## config.mk

```make
export PLATFORM = sky130hd
export DESIGN_NAME = mxint_cast_flat
export DESIGN_NICKNAME = d
export VERILOG_FILES = /design/src/rtl/mxint_cast_if.sv /design/src/rtl/mxint_cast.sv /design/src/flat_wrapper.sv
export SDC_FILE = /design/constraint.sdc
export NUM_CORES = 1
export LEC_CHECK = 0
export CAP_MARGIN = 30
export CORE_MARGIN = 5
export CORE_UTILIZATION = 45
export DETAILED_ROUTE_END_ITERATION = 10
export GPL_TIMING_DRIVEN = 0
export PLACE_DENSITY = 0.69
export SLEW_MARGIN = 30
export SYNTH_ARGS = -nofsm -noshare
export SYNTH_HDL_FRONTEND = slang
export SYNTH_SLANG_ARGS = --single-unit
```

## constraint.sdc

```tcl
create_clock -name clk -period 7.16 [get_ports clk]
set_clock_uncertainty 0.1 [all_clocks]
set_input_delay 1.432 -clock clk [delete_from_list [all_inputs] [get_ports clk]]
set_output_delay 1.432 -clock clk [all_outputs]
set_load 0.005 [all_outputs]
```

## src/rtl/mxint_cast_if.sv

```systemverilog
// ---------------------------------------------------------------------------
// mxint_cast_if
// Bundles the block-floating-point stream that enters and leaves mxint_cast.
// The upstream side carries wide mantissas plus one shared exponent, and the
// downstream side carries narrowed mantissas plus the adjusted exponent.
// Each side uses a valid/ready handshake.
//
// Signals:
//   mdata_in_0        BLOCK_SIZE x IN_MAN_WIDTH   wide two's-complement mantissas
//   edata_in_0        IN_EXP_WIDTH                shared input exponent
//   data_in_0_valid   1                           input block valid
//   data_in_0_ready   1                           block can accept input
//   mdata_out_0       BLOCK_SIZE x OUT_MAN_WIDTH  narrowed mantissas
//   edata_out_0       IN_EXP_WIDTH                adjusted shared exponent
//   data_out_0_valid  1                           output block valid
//   data_out_0_ready  1                           downstream accepts
//
// Modports:
//   slave   the cast block's view (consumes the input, produces the output)
//   master  the environment's view (produces the input, consumes the output)
// ---------------------------------------------------------------------------
interface mxint_cast_if #(
  parameter int IN_MAN_WIDTH  = 11,
  parameter int IN_EXP_WIDTH  = 8,
  parameter int OUT_MAN_WIDTH = 4,
  parameter int BLOCK_SIZE    = 2
);

  logic [BLOCK_SIZE-1:0][IN_MAN_WIDTH-1:0]  mdata_in_0;
  logic [IN_EXP_WIDTH-1:0]                  edata_in_0;
  logic                                     data_in_0_valid;
  logic                                     data_in_0_ready;
  logic [BLOCK_SIZE-1:0][OUT_MAN_WIDTH-1:0] mdata_out_0;
  logic [IN_EXP_WIDTH-1:0]                  edata_out_0;
  logic                                     data_out_0_valid;
  logic                                     data_out_0_ready;

  modport slave (
    input  mdata_in_0,
    input  edata_in_0,
    input  data_in_0_valid,
    output data_in_0_ready,
    output mdata_out_0,
    output edata_out_0,
    output data_out_0_valid,
    input  data_out_0_ready
  );

  modport master (
    output mdata_in_0,
    output edata_in_0,
    output data_in_0_valid,
    input  data_in_0_ready,
    input  mdata_out_0,
    input  edata_out_0,
    input  data_out_0_valid,
    output data_out_0_ready
  );

endinterface

```

## src/rtl/mxint_cast.sv

```systemverilog
// ---------------------------------------------------------------------------
// mxint_cast
// Narrows a block of wide two's-complement mantissas that share one exponent
// down to OUT_MAN_WIDTH bits. The mantissas are shifted right just far enough
// that the widest one fits. That shift is added to the shared exponent. When
// the exponent would exceed its largest positive value, the exponent is
// clamped and every nonzero mantissa is driven to full scale with its sign.
//
// The block is a two-stage valid/ready pipeline:
//   stage 1 holds the input block and the required shift,
//   stage 2 holds the shifted mantissas and the adjusted exponent.
//
// Ports:
//   clk  input   rising-edge clock
//   rst  input   synchronous active-high reset; clears both stages
//   bus  slave   mxint_cast_if stream (input block in, narrowed block out)
// ---------------------------------------------------------------------------
module mxint_cast #(
  parameter int IN_MAN_WIDTH  = 11,
  parameter int IN_EXP_WIDTH  = 8,
  parameter int OUT_MAN_WIDTH = 4,
  parameter int BLOCK_SIZE    = 2
) (
  input  logic        clk,
  input  logic        rst,
  mxint_cast_if.slave bus
);

  // Wide enough for any mantissa width 1..IN_MAN_WIDTH and for any shift.
  localparam int SHIFT_WIDTH = $clog2(IN_MAN_WIDTH + 1);
  localparam int EXP_SUM_W   = IN_EXP_WIDTH + 1;

  localparam logic [SHIFT_WIDTH-1:0]       OUT_W     = SHIFT_WIDTH'(OUT_MAN_WIDTH);
  localparam logic signed [EXP_SUM_W-1:0]  EXP_MAX   = EXP_SUM_W'((1 << (IN_EXP_WIDTH - 1)) - 1);
  localparam logic [IN_EXP_WIDTH-1:0]      EXP_SAT   = IN_EXP_WIDTH'((1 << (IN_EXP_WIDTH - 1)) - 1);
  localparam logic [OUT_MAN_WIDTH-1:0]     MAN_MAX   = {1'b0, {(OUT_MAN_WIDTH - 1){1'b1}}};
  localparam logic [OUT_MAN_WIDTH-1:0]     MAN_MIN   = {1'b1, {(OUT_MAN_WIDTH - 1){1'b0}}};

  // Stage 1 registers
  logic                                     r_s1Valid;
  logic [BLOCK_SIZE-1:0][IN_MAN_WIDTH-1:0]  r_s1Man;
  logic [IN_EXP_WIDTH-1:0]                  r_s1Exp;
  logic [SHIFT_WIDTH-1:0]                   r_s1Shift;

  // Stage 2 (output) registers
  logic                                     r_s2Valid;
  logic [BLOCK_SIZE-1:0][OUT_MAN_WIDTH-1:0] r_outMan;
  logic [IN_EXP_WIDTH-1:0]                  r_outExp;

  // Combinational helpers
  logic                                     w_s1Ready;
  logic                                     w_s2Ready;
  logic [SHIFT_WIDTH-1:0]                   w_maxWidth;
  logic [SHIFT_WIDTH-1:0]                   w_shift;
  logic signed [EXP_SUM_W-1:0]              w_expSum;
  logic                                     w_overflow;
  logic signed [IN_MAN_WIDTH-1:0]           w_shiftFull [BLOCK_SIZE];
  logic [BLOCK_SIZE-1:0][OUT_MAN_WIDTH-1:0] w_manOut;
  logic [IN_EXP_WIDTH-1:0]                  w_expOut;

  // Smallest two's-complement width that holds v. Negative values are
  // folded onto their one's complement so that the answer is one more than
  // the index of the highest bit that differs from the sign.
  function automatic logic [SHIFT_WIDTH-1:0] minWidth(input logic [IN_MAN_WIDTH-1:0] v);
    logic [IN_MAN_WIDTH-1:0] u;
    logic [SHIFT_WIDTH-1:0]  w;
    u = v[IN_MAN_WIDTH-1] ? ~v : v;
    w = SHIFT_WIDTH'(1);
    for (int b = 0; b < IN_MAN_WIDTH; b++) begin
      if (u[b]) w = SHIFT_WIDTH'(b + 2);
    end
    return w;
  endfunction

  // Stage 2 takes a new block when it is empty or its block leaves this cycle.
  // Stage 1 takes a new block when it is empty or its block moves into stage 2.
  // The ready output never looks at data_in_0_valid, and it is forced low
  // during reset.
  assign w_s2Ready           = !r_s2Valid || bus.data_out_0_ready;
  assign w_s1Ready           = !r_s1Valid || w_s2Ready;
  assign bus.data_in_0_ready = !rst && w_s1Ready;

  // The shift is the amount by which the widest mantissa in the block
  // overshoots the output width. It is zero if every mantissa already fits.
  always_comb begin
    w_maxWidth = SHIFT_WIDTH'(1);
    for (int i = 0; i < BLOCK_SIZE; i++) begin
      if (minWidth(bus.mdata_in_0[i]) > w_maxWidth) w_maxWidth = minWidth(bus.mdata_in_0[i]);
    end
    w_shift = (w_maxWidth > OUT_W) ? (w_maxWidth - OUT_W) : '0;
  end

  // The exponent is widened by one bit so that an overflow past the largest
  // positive exponent can be seen. On overflow the exponent is clamped, and
  // nonzero mantissas go to full scale with their own sign, because their
  // true magnitude cannot be represented.
  always_comb begin
    w_expSum   = EXP_SUM_W'($signed(r_s1Exp)) + EXP_SUM_W'(r_s1Shift);
    w_overflow = (w_expSum > EXP_MAX);
    w_expOut   = w_overflow ? EXP_SAT : w_expSum[IN_EXP_WIDTH-1:0];
    w_manOut   = '0;
    for (int i = 0; i < BLOCK_SIZE; i++) begin
      w_shiftFull[i] = $signed(r_s1Man[i]) >>> r_s1Shift;
      if (!w_overflow) begin
        w_manOut[i] = w_shiftFull[i][OUT_MAN_WIDTH-1:0];
      end else if (r_s1Man[i] == '0) begin
        w_manOut[i] = '0;
      end else if (r_s1Man[i][IN_MAN_WIDTH-1]) begin
        w_manOut[i] = MAN_MIN;
      end else begin
        w_manOut[i] = MAN_MAX;
      end
    end
  end

  // Stage 1 captures the raw block together with its shift. It keeps its
  // contents while stage 2 is stalled.
  always_ff @(posedge clk) begin
    if (rst) begin
      r_s1Valid <= 1'b0;
      r_s1Man   <= '0;
      r_s1Exp   <= '0;
      r_s1Shift <= '0;
    end else if (w_s1Ready) begin
      r_s1Valid <= bus.data_in_0_valid;
      if (bus.data_in_0_valid) begin
        r_s1Man   <= bus.mdata_in_0;
        r_s1Exp   <= bus.edata_in_0;
        r_s1Shift <= w_shift;
      end
    end
  end

  // Stage 2 holds the finished block. It only changes when it is empty or
  // downstream accepts, so the outputs stay still under backpressure.
  always_ff @(posedge clk) begin
    if (rst) begin
      r_s2Valid <= 1'b0;
      r_outMan  <= '0;
      r_outExp  <= '0;
    end else if (w_s2Ready) begin
      r_s2Valid <= r_s1Valid;
      if (r_s1Valid) begin
        r_outMan <= w_manOut;
        r_outExp <= w_expOut;
      end
    end
  end

  assign bus.mdata_out_0      = r_outMan;
  assign bus.edata_out_0      = r_outExp;
  assign bus.data_out_0_valid = r_s2Valid;

endmodule

```

## src/flat_wrapper.sv

```systemverilog
// flat-port wrapper written by rule: the top's interface ports become plain ports
module mxint_cast_flat 
#(
  parameter int IN_MAN_WIDTH  = 11,
  parameter int IN_EXP_WIDTH  = 8,
  parameter int OUT_MAN_WIDTH = 4,
  parameter int BLOCK_SIZE    = 2
)
  (clk, rst, bus_mdata_in_0, bus_edata_in_0, bus_data_in_0_valid, bus_data_in_0_ready, bus_mdata_out_0, bus_edata_out_0, bus_data_out_0_valid, bus_data_out_0_ready);
  mxint_cast_if #(.IN_MAN_WIDTH(IN_MAN_WIDTH), .IN_EXP_WIDTH(IN_EXP_WIDTH), .OUT_MAN_WIDTH(OUT_MAN_WIDTH), .BLOCK_SIZE(BLOCK_SIZE)) bus_i ();
  input  logic clk;
  input  logic rst;
  input wire logic [$bits(bus_i.mdata_in_0)-1:0] bus_mdata_in_0;
  input wire logic [$bits(bus_i.edata_in_0)-1:0] bus_edata_in_0;
  input wire logic [$bits(bus_i.data_in_0_valid)-1:0] bus_data_in_0_valid;
  output wire logic [$bits(bus_i.data_in_0_ready)-1:0] bus_data_in_0_ready;
  output wire logic [$bits(bus_i.mdata_out_0)-1:0] bus_mdata_out_0;
  output wire logic [$bits(bus_i.edata_out_0)-1:0] bus_edata_out_0;
  output wire logic [$bits(bus_i.data_out_0_valid)-1:0] bus_data_out_0_valid;
  input wire logic [$bits(bus_i.data_out_0_ready)-1:0] bus_data_out_0_ready;
  assign bus_i.mdata_in_0 = bus_mdata_in_0;
  assign bus_i.edata_in_0 = bus_edata_in_0;
  assign bus_i.data_in_0_valid = bus_data_in_0_valid;
  assign bus_data_in_0_ready = bus_i.data_in_0_ready;
  assign bus_mdata_out_0 = bus_i.mdata_out_0;
  assign bus_edata_out_0 = bus_i.edata_out_0;
  assign bus_data_out_0_valid = bus_i.data_out_0_valid;
  assign bus_i.data_out_0_ready = bus_data_out_0_ready;
  mxint_cast #(.IN_MAN_WIDTH(IN_MAN_WIDTH), .IN_EXP_WIDTH(IN_EXP_WIDTH), .OUT_MAN_WIDTH(OUT_MAN_WIDTH), .BLOCK_SIZE(BLOCK_SIZE)) u_core (.clk(clk), .rst(rst), .bus(bus_i));
endmodule
```

==> metrics list, run 1 <==
- Critical path endpoint category: primary output
- Slew Limit Headroom: 64.4%
* Final weighted congestion in routability-driven placement: 0.851
- Nets: 526
- The first global-routing pass estimated 13600 um of wire.
* Hold buffers post-CTS: 0
- For this run, the number of Yosys warnings is 0.
* Initial core utilization: 46.1%
* Highest achievable clock rate: 0.235 GHz
- Post-CTS timing repair inserted 0 buffers for setup.
- Yosys mapped a number of flops with a built-in enable equal to 0.
- Setup total negative slack: 0 ps
- The H-tree generated during clock tree synthesis spans 2 levels.
* Clock transition time at the flip-flop clock pins of the worst setup and hold paths: 100 ps
- Post-synth top flop: sky130_fd_sc_hd__dfxtp_1
* Average instance area after synthesis: 7.79 um2
- Count of cells resized by post-cts repair: 0
- In this run the critical register-to-register path is captured at u_core.bus.mdata_out_0[0]$_SDFFE_PP0P_.
* Post-placement cell count: 575
- Per report_power, the clock group accounts for 28.2% of the total.
* Final antenna-violating net count: 0
* Worst Path Class, Setup: input port to primary output
- Gr busiest metal: met2
- The startpoint identified for the worst hold timing path is u_core.r_s1Exp[3]$_SDFFE_PP0P_.
- STA classifies the critical path startpoint as an input port.
* Row cnt: 31
- Flop pwr share: 45.1%
- The area growth from synthesis to layout is 21.1%.
* Pins Over Slew Limit: 0
- In this run the cell area of the synthesized design comes to 3340 um2.
* Met1 track utilization from global routing: 24.2%
- Clock tree synthesis selected as its root buffer the cell sky130_fd_sc_hd__clkbuf_8.
- Summed over all cells, the static leakage comes to 1.54 nW.
- Max-cap violations in this run came to 0.
- Reg2Reg Setup Slack: 4930 ps
- Buffers plus inverters on the worst setup path: 3
* Launch instance of the worst register-to-register path: u_core.r_s1Shift[0]$_SDFFE_PP0P_
- The clock passes through at most 2 buffers.
- The post-route netlist has 7.64% of its cells at a drive strength greater than 1.
- The clock period could shrink to 4260 ps.
- The via count of the first global-routing pass was 2942.
- Among the stages of the critical path, the cell type that occurs most often is sky130_fd_sc_hd__clkbuf_1.
- The floorplan step set the die height to 96.2 um.
- Flip-flop and latch count after synthesis: 52
* Run status: complete, no violations
- Data arrival time of the critical path: 2720 ps
- The clock drives 52 sinks.
- Among cell families on the critical path, the largest total delay comes from buffers and inverters.
- TritonCTS built the clock tree.
- The final layout contains routed wiring with a total length of 8160 um.
* Via count of the routed design: 3186
- Global routing consumed, on the met3 layer, 2.97% of the routing resources.
* Worst slew pin tran: 534 ps
- Initial detailed-routing violation count: 142
- Worst skew pair latency: 310 ps
* Clock buffers created by TritonCTS: 5
- Core Region: 7250 um2
- When the netlist entered floorplanning its net count stood at 472.
- Counting distinct cell types in the post-synthesis netlist gives 48.
- Floorplan die width: 96.2 um
- Required time worst endpoint: 5630 ps
* DRC: 0
- Detailed-routing iteration count for the pre-antenna-repair pass: 4
- The tightest min-delay check is of the flop to flop type.
* Worst vdd ir: 0.104 mV
* Overall die area: 9250 um2
* Post-route fraction of the period consumed by the critical path: 59.4%
- Cell depth of the worst hold path: 2
- IO Port Bufs: 47
* Cell with the biggest individual delay on the critical path: sky130_fd_sc_hd__clkdlybuf4s50_1
* Cell Int Power: 0.507 mW
* Sequential-to-total area share from yosys stat: 31.1%
- Setup repair after global routing left no endpoint under its margin.
- The number of antenna violations at the first check in global routing was 0.
* Met2 Usage GRT: 31.2%
- Share of power burned in combinational logic: 26.6%
- Sw Ratio: 29.4%
- Post-synthesis instance total: 429
- The number of antenna diodes in the final layout is 0.
- Power per cell area: 177 nW/um2
- The finished layout holds 583 standard cells, fillers aside.
* Remaining global-route overflow: 0
* Net Switching: 0.211 mW
* Number of cells on the worst reg-to-reg path: 10
* Largest net degree at the start of global routing: 17
- Max stage delay on crit path: 470 ps
- Setup violators final: 0
- Counting flops with an async set or reset pin after synthesis yields a share of 0%.
- Along the worst path, the maximum fanout reaches 10.
- After legalization and detailed placement, the total HPWL measured 6300 um.
- During I/O placement, the number of pins put on the boundary was 52.
- Overall Global Routing Usage: 18.6%
* Vias per inst: 5.46
- The path with the worst hold slack has its endpoint at u_core.r_s1Exp[3]$_SDFFE_PP0P_.
- In the final routed layout, each cell accounts on average for 14.0 um.
- Final Hold Vio Count: 0
- The signal on the critical path passes through clkbuf_1 -> clkbuf_1 -> a21oi_1 -> clkdlybuf4s50_1.
synth_stat cells, types with 2 or more instances:
library cell               instances  share of area, %
sky130_fd_sc_hd__a211oi_1         12               2.7
sky130_fd_sc_hd__a21o_1            3              0.67
sky130_fd_sc_hd__a21oi_1          47               7.0
sky130_fd_sc_hd__a21oi_2           2              0.52
sky130_fd_sc_hd__a31o_2            2              0.52
sky130_fd_sc_hd__a31oi_1           9               1.7
sky130_fd_sc_hd__and2_1            8               1.5
sky130_fd_sc_hd__and3_1            3              0.56
sky130_fd_sc_hd__buf_2             7               1.0
sky130_fd_sc_hd__buf_4             3              0.67
sky130_fd_sc_hd__buf_6             4               1.3
sky130_fd_sc_hd__clkbuf_1         15               1.7
sky130_fd_sc_hd__dfxtp_1          52                31
sky130_fd_sc_hd__ha_1              8               3.0
sky130_fd_sc_hd__inv_1             8              0.90
sky130_fd_sc_hd__mux2_1            3               1.0
sky130_fd_sc_hd__mux2_2            2              0.67
sky130_fd_sc_hd__mux2i_1          17               5.1
sky130_fd_sc_hd__mux4_1            4               3.1
sky130_fd_sc_hd__mux4_2            5               3.4
sky130_fd_sc_hd__nand2_1          86               9.7
sky130_fd_sc_hd__nand2b_1          3              0.56
sky130_fd_sc_hd__nand3_1           4              0.60
sky130_fd_sc_hd__nand4_1           2              0.37
sky130_fd_sc_hd__nor2_1           39               4.4
sky130_fd_sc_hd__nor2b_1           6               1.1
sky130_fd_sc_hd__nor3_1           23               3.4
sky130_fd_sc_hd__nor3b_1           3              0.67
sky130_fd_sc_hd__nor4_1            4              0.75
sky130_fd_sc_hd__o211ai_1          5               1.1
sky130_fd_sc_hd__o21ai_0          15               2.2
sky130_fd_sc_hd__o221ai_1          4               1.0
sky130_fd_sc_hd__or3_1             2              0.37
sky130_fd_sc_hd__xnor2_1           2              0.52
sky130_fd_sc_hd__xor2_1            4               1.0
cells by family (layout without fill, tap and decap cells):
kind of cell	count (synthesis)	in the layout	share of synthesized area, %
flops	52	52	31.1
fa+ha+maj	9	9	3.59
xor+xnor	6	6	1.57
simple gates	185	185	24.4
compound gates	106	106	19.3
buf+inv	39	94	6.21
mux	32	32	13.7
power by group through the flow:
stage	Combinational [mW]	Clock (mW)	Sequential [mW]
6_report	0.191	0.203	0.324
5_1_grt	0.213	0.221	0.327
4_1_cts	0.192	0.208	0.324
3_5_place_dp	0.191	0	0.331
3_3_place_gp	0.188	0	0.330
2_1_floorplan	0.130	0	0.326
per-stage QoR:
stage / setup WS, ps / hold WS (ps) / utilization (%) / cell area [um2] / power, mW
final: 2900 / 368 / 55.8 / 4050 / 0.718
after global routing: 2820 / 400 / 55.8 / 4050 / 0.760
after CTS: 2920 / 373 / 55.8 / 4050 / 0.724
after detailed placement: 2770 / 359 / 54.3 / 3940 / 0.522
after global placement: 2820 / 345 / 54.3 / 3940 / 0.517
after floorplan: 3420 / 340 / - / 3340 / 0.456
registers in the layout, indices dropped and copies added (netlist names):
| name | flops |
|---|---|
| u_core.r_s1Valid | 1 |
| u_core.r_s1Shift | 4 |
| u_core.bus.mdata_out_0 | 8 |
| u_core.r_s1Man | 22 |
| u_core.bus.edata_out_0 | 8 |
| u_core.bus.data_out_0_valid | 1 |
| u_core.r_s1Exp | 8 |
cells in the final DEF, fill, tap and decap left out, types with 9 or more instances in the layout:
cell | netlist | routed
sky130_fd_sc_hd__o21ai_0 | 15 | 15
sky130_fd_sc_hd__nor2_1 | 39 | 39
sky130_fd_sc_hd__mux2i_1 | 17 | 17
sky130_fd_sc_hd__a211oi_1 | 12 | 12
sky130_fd_sc_hd__nor3_1 | 23 | 23
sky130_fd_sc_hd__clkbuf_1 | 15 | 15
sky130_fd_sc_hd__nand2_1 | 86 | 86
sky130_fd_sc_hd__a31oi_1 | 9 | 9
sky130_fd_sc_hd__a21oi_1 | 47 | 47
sky130_fd_sc_hd__dfxtp_1 | 52 | 52
sky130_fd_sc_hd__clkdlybuf4s50_1 | 0 | 47
tightest hold or removal path: stages, from the launching register on:
cell and delay (ps):
sky130_fd_sc_hd__dfxtp_1 320, sky130_fd_sc_hd__nand2_1 50, sky130_fd_sc_hd__a21oi_1 50
worst max path at each step:
stage	start	to	slack, ps	depth (start not counted)
6_report	rst	bus_data_in_0_ready	2900	4
2_1_floorplan	bus_mdata_in_0[10]	u_core.r_s1Shift[1]$_SDFFE_PP0P_	3420	12
3_5_place_dp	bus_mdata_in_0[18]	u_core.r_s1Shift[1]$_SDFFE_PP0P_	2770	11
5_1_grt	rst	bus_data_in_0_ready	2820	4
4_1_cts	bus_data_out_0_ready	bus_data_in_0_ready	2920	4
3_3_place_gp	bus_mdata_in_0[6]	u_core.r_s1Shift[1]$_SDFFE_PP0P_	2820	13
final cells by class:
| class | instances | area [um2] |
|---|---|---|
| buffer | 31 | 178 |
| clock buffer | 5 | 68.8 |
| clock inverter | 3 | 42.5 |
| fill | 722 | 3200 |
| inverter | 8 | 30.0 |
| multi-input combinational | 338 | 2090 |
| sequential | 52 | 1040 |
| tap | 99 | 124 |
| timing repair buffer | 47 | 470 |
layer usage:
| layer | wire, um | up-vias | part of all wire, % |
|---|---|---|---|
| met1 | 3760 | 1470 | 46 |
| met2 | 3880 | 80 | 48 |
| met5 | 0 | - | 0 |
| li1 | - | 1630 | - |
| met4 | 96 | 0 | 1.2 |
| met3 | 413 | 6 | 5.1 |
No activity file was read; power rests on OpenSTA's default activity.
==> run 2: changes to the inputs <==
--- a/config.mk
+++ b/config.mk
@@ -10,7 +10,7 @@
 export CORE_UTILIZATION = 45
 export DETAILED_ROUTE_END_ITERATION = 10
 export GPL_TIMING_DRIVEN = 0
-export PLACE_DENSITY = 0.69
+export PLACE_DENSITY = 0.71
 export SLEW_MARGIN = 30
 export SYNTH_ARGS = -nofsm -noshare
 export SYNTH_HDL_FRONTEND = slang
==> constraint.sdc (replaced) <==
create_clock -name clk -period 3.65 [get_ports clk]
set_clock_uncertainty 0.1 [all_clocks]
set_input_delay 0.73 -clock clk [delete_from_list [all_inputs] [get_ports clk]]
set_output_delay 0.73 -clock clk [all_outputs]
set_load 0.005 [all_outputs]
==> metrics list, run 2 (synthesized netlist as in run 1, its figures left out) <==
- The count of hold buffers inserted by post-cts repair came to 0 (unchanged).
* Worst skew pair latency: 300 ps (about the same)
- Final antenna-violating net count: 0 (unchanged)
* Layout overhead on the synthesized area: 20.5%
- The first-pass GRT wire length was 13700 um (+1.1%).
* Critical Path Start Type: input port
- The placed wire-length estimate is 6350 um (+0.76%).
- Total wire length after detailed routing: 8240 um (+0.99%)
* Initial core utilization: 46.1% (unchanged)
* Cell at the root of the clock tree: sky130_fd_sc_hd__clkbuf_8
- Clock tree from TritonCTS: built
* Post-placement worst setup slack: -94.4 ps (-2860 ps)
- The sequential cell area in the final layout came to 1040 um2 (unchanged).
* IO Port Bufs: 47 (unchanged)
- Floorplan die width: 96.2 um (unchanged)
* Setup violators final: 0 (unchanged)
- Largest net degree at the start of global routing: 15 (-2)
- Time the worst path needs with I/O delays and setup: 3430 ps
* Reported max-cap violation count: 0 (unchanged)
- DRC: 0 (unchanged)
- Number of levels in the clock H-tree: 2 (unchanged)
- After layout, the worst path uses 93.9% of the clock period.
* Critical path endpoint category: flop
* Antenna violations before repair: 0 (unchanged)
* Via count of the routed design: 3129 (-1.8%)
* Worst Path Class, Setup: input port to flop
* Remaining global-route overflow: 0 (unchanged)
- Total area of multi-input combinational cells: 2090 um2 (unchanged)
- The min-delay analysis places its worst path in the category flop to flop.
* Power per cell area: 334 nW/um2 (+88%)
- Vias per inst: 5.37 (-1.8%)
* Total number of clock tree sinks: 52 (unchanged)
- Final weighted congestion in routability-driven placement: 0.848 (-0.35%)
- Core Region: 7250 um2 (unchanged)
* Final Hold Vio Count: 0 (unchanged)
* Slew Limit Headroom: 64.9% (+0.52 points)
* Worst vdd ir: 0.178 mV (+71%)
- Total power consumption of the routed design: 1.35 mW (+87%)
- The number of setup buffers added after CTS came to 0 (unchanged).
- Max Fanout on Critical Path: 10 (unchanged)
- Clock transition time at the flip-flop clock pins of the worst setup and hold paths: 90 ps (about the same)
- Number of inserted filler cells in the final layout: 716 (-0.83%)
- The leakage power of the design is 1.53 nW (-0.56%).
- The total clock buffers created by CTS came to 5 (unchanged).
* Number of flip-flops in the largest register: 22 (unchanged)
- Detailed-routing iteration count for the pre-antenna-repair pass: 5 (+1)
* Register ranked first by flip-flop count: u_core.r_s1Man
- Average wire length per cell after detail routing: 14.1 um (+0.99%)
- The area enclosed by the die boundary came to 9250 um2 (unchanged).
- Initial detailed-routing violation count: 134 (-5.6%)
- Post-placement cell count: 575 (unchanged)
* IO Count: 52 (unchanged)
- Maximum clock insertion buffer count: 2 (unchanged)
- Leaving out fill and tap cells, the most frequent cell in the layout is sky130_fd_sc_hd__nand2_1.
* Pins Over Slew Limit: 0 (unchanged)
* Minimum setup slack in the final design: 223 ps (-2680 ps)
- The flow ran to the end, and the final reports show no timing, DRC or antenna violations.
- The post-cts resize count came to 0 (unchanged).
- The final cell count without fillers was 583 (unchanged).
- Most used cells in the layout excluding fill and tap cells: sky130_fd_sc_hd__nand2_1, sky130_fd_sc_hd__dfxtp_1, sky130_fd_sc_hd__a21oi_1, sky130_fd_sc_hd__clkdlybuf4s50_1, sky130_fd_sc_hd__nor2_1
- Nets: 526 (unchanged)
* Row cnt: 31 (unchanged)
- Fin Hold WS: 371 ps (+3.66 ps)
- The proportion of layout cells with a drive suffix above 1 came to 7.23% (-0.41 points).
- Worst slew pin tran: 526 ps (-7.79 ps)
- The number of antenna cells inserted came to 0 (unchanged).
- The required arrival time at the worst endpoint was 3760 ps (-1870 ps).
* Highest achievable clock rate: 0.292 GHz
- The via count of the first global-routing pass was 3020 (+2.7%).
- Overall Global Routing Usage: 18.5% (-0.10 points)
- Unrepaired setup endpoints after global routing: no
* Vert. Die Dim: 96.2 um (unchanged)
* Data arrival time of the critical path: 3530 ps (+810 ps)
==> run 2: cell types whose count changed in the layout (fill, tap and decap cells not counted) <==
cell / before / now
sky130_fd_sc_hd__clkbuf_1: 15 / 17
sky130_fd_sc_hd__bufinv_16: 1 / 0
sky130_fd_sc_hd__clkbuf_8: 5 / 6
sky130_fd_sc_hd__clkinv_2: 1 / 0
sky130_fd_sc_hd__clkinvlp_4: 1 / 0
==> run 2: worst max-delay path: stages <==
cell and delay, ps:
sky130_fd_sc_hd__clkdlybuf4s50_1 420, sky130_fd_sc_hd__buf_2 180, sky130_fd_sc_hd__nor2_1 140, sky130_fd_sc_hd__nand2_1 60, sky130_fd_sc_hd__o21ai_0 350, sky130_fd_sc_hd__nand2b_1 130
sky130_fd_sc_hd__ha_1 310, sky130_fd_sc_hd__nand2_1 50, sky130_fd_sc_hd__o21ai_0 300, sky130_fd_sc_hd__nand2_1 190, sky130_fd_sc_hd__or2_2 310, sky130_fd_sc_hd__a31o_2 230
sky130_fd_sc_hd__and2_1 140
==> run 2: worst paths after layout <==
check	endpoint	startpoint	cells after the start	slack (ps)
max	u_core.r_s1Shift[1]$_SDFFE_PP0P_	bus_mdata_in_0[8]	13	220
min	u_core.r_s1Exp[3]$_SDFFE_PP0P_	u_core.r_s1Exp[3]$_SDFFE_PP0P_	2	370
max reg2reg	u_core.bus.mdata_out_0[0]$_SDFFE_PP0P_	u_core.r_s1Shift[0]$_SDFFE_PP0P_	10	1380
min reg2reg	u_core.r_s1Exp[3]$_SDFFE_PP0P_	u_core.r_s1Exp[3]$_SDFFE_PP0P_	2	370
==> run 2: final cells by class <==
| type | count | share of cell area [%] |
|---|---|---|
| Multi-Input combinational cell | 338 | 52.0 |
| Buffer | 31 | 4.41 |
| Sequential cell | 52 | 25.8 |
| Tap cell | 99 | 3.08 |
| Clock buffer | 8 | 2.24 |
| Inverter | 8 | 0.746 |
| Timing Repair Buffer | 47 | 11.7 |
==> run 2: metal layers <==
metal	track usage [%]	part of all wire [%]	routed length (um)	up-vias
met2	32.0	47	3910	84
met1	23.7	46	3770	1406
met4	5.21	0.92	76	0
li1	-	-	-	1632
met3	2.74	5.8	477	7
met5	0	0	0	-
==> run 2: metrics by stage <==
step | utilization (%) | TNS (ps) | cell area [um2]
finish | 55.5 | 0 | 4030
global placement | 54.3 | 0 | 3940
global route | 55.5 | 0 | 4030
CTS | 55.5 | 0 | 4030
floorplan | - | 0 | 3340
detailed placement | 54.3 | -94.4 | 3940
==> run 2: power breakdown <==
| group | internal, mW | switching [mW] |
|---|---|---|
| logic | 0.188 | 0.189 |
| clock network | 0.155 | 0.179 |
| registers | 0.603 | 0.0327 |
==> run 3: changes to the inputs <==
--- a/config.mk
+++ b/config.mk
@@ -15,3 +15,4 @@
 export SYNTH_ARGS = -nofsm -noshare
 export SYNTH_HDL_FRONTEND = slang
 export SYNTH_SLANG_ARGS = --single-unit
+export TNS_END_PERCENT = 10
==> results of run 3 <==
The final DEF is identical to that of run 2; final timing and power are the same.
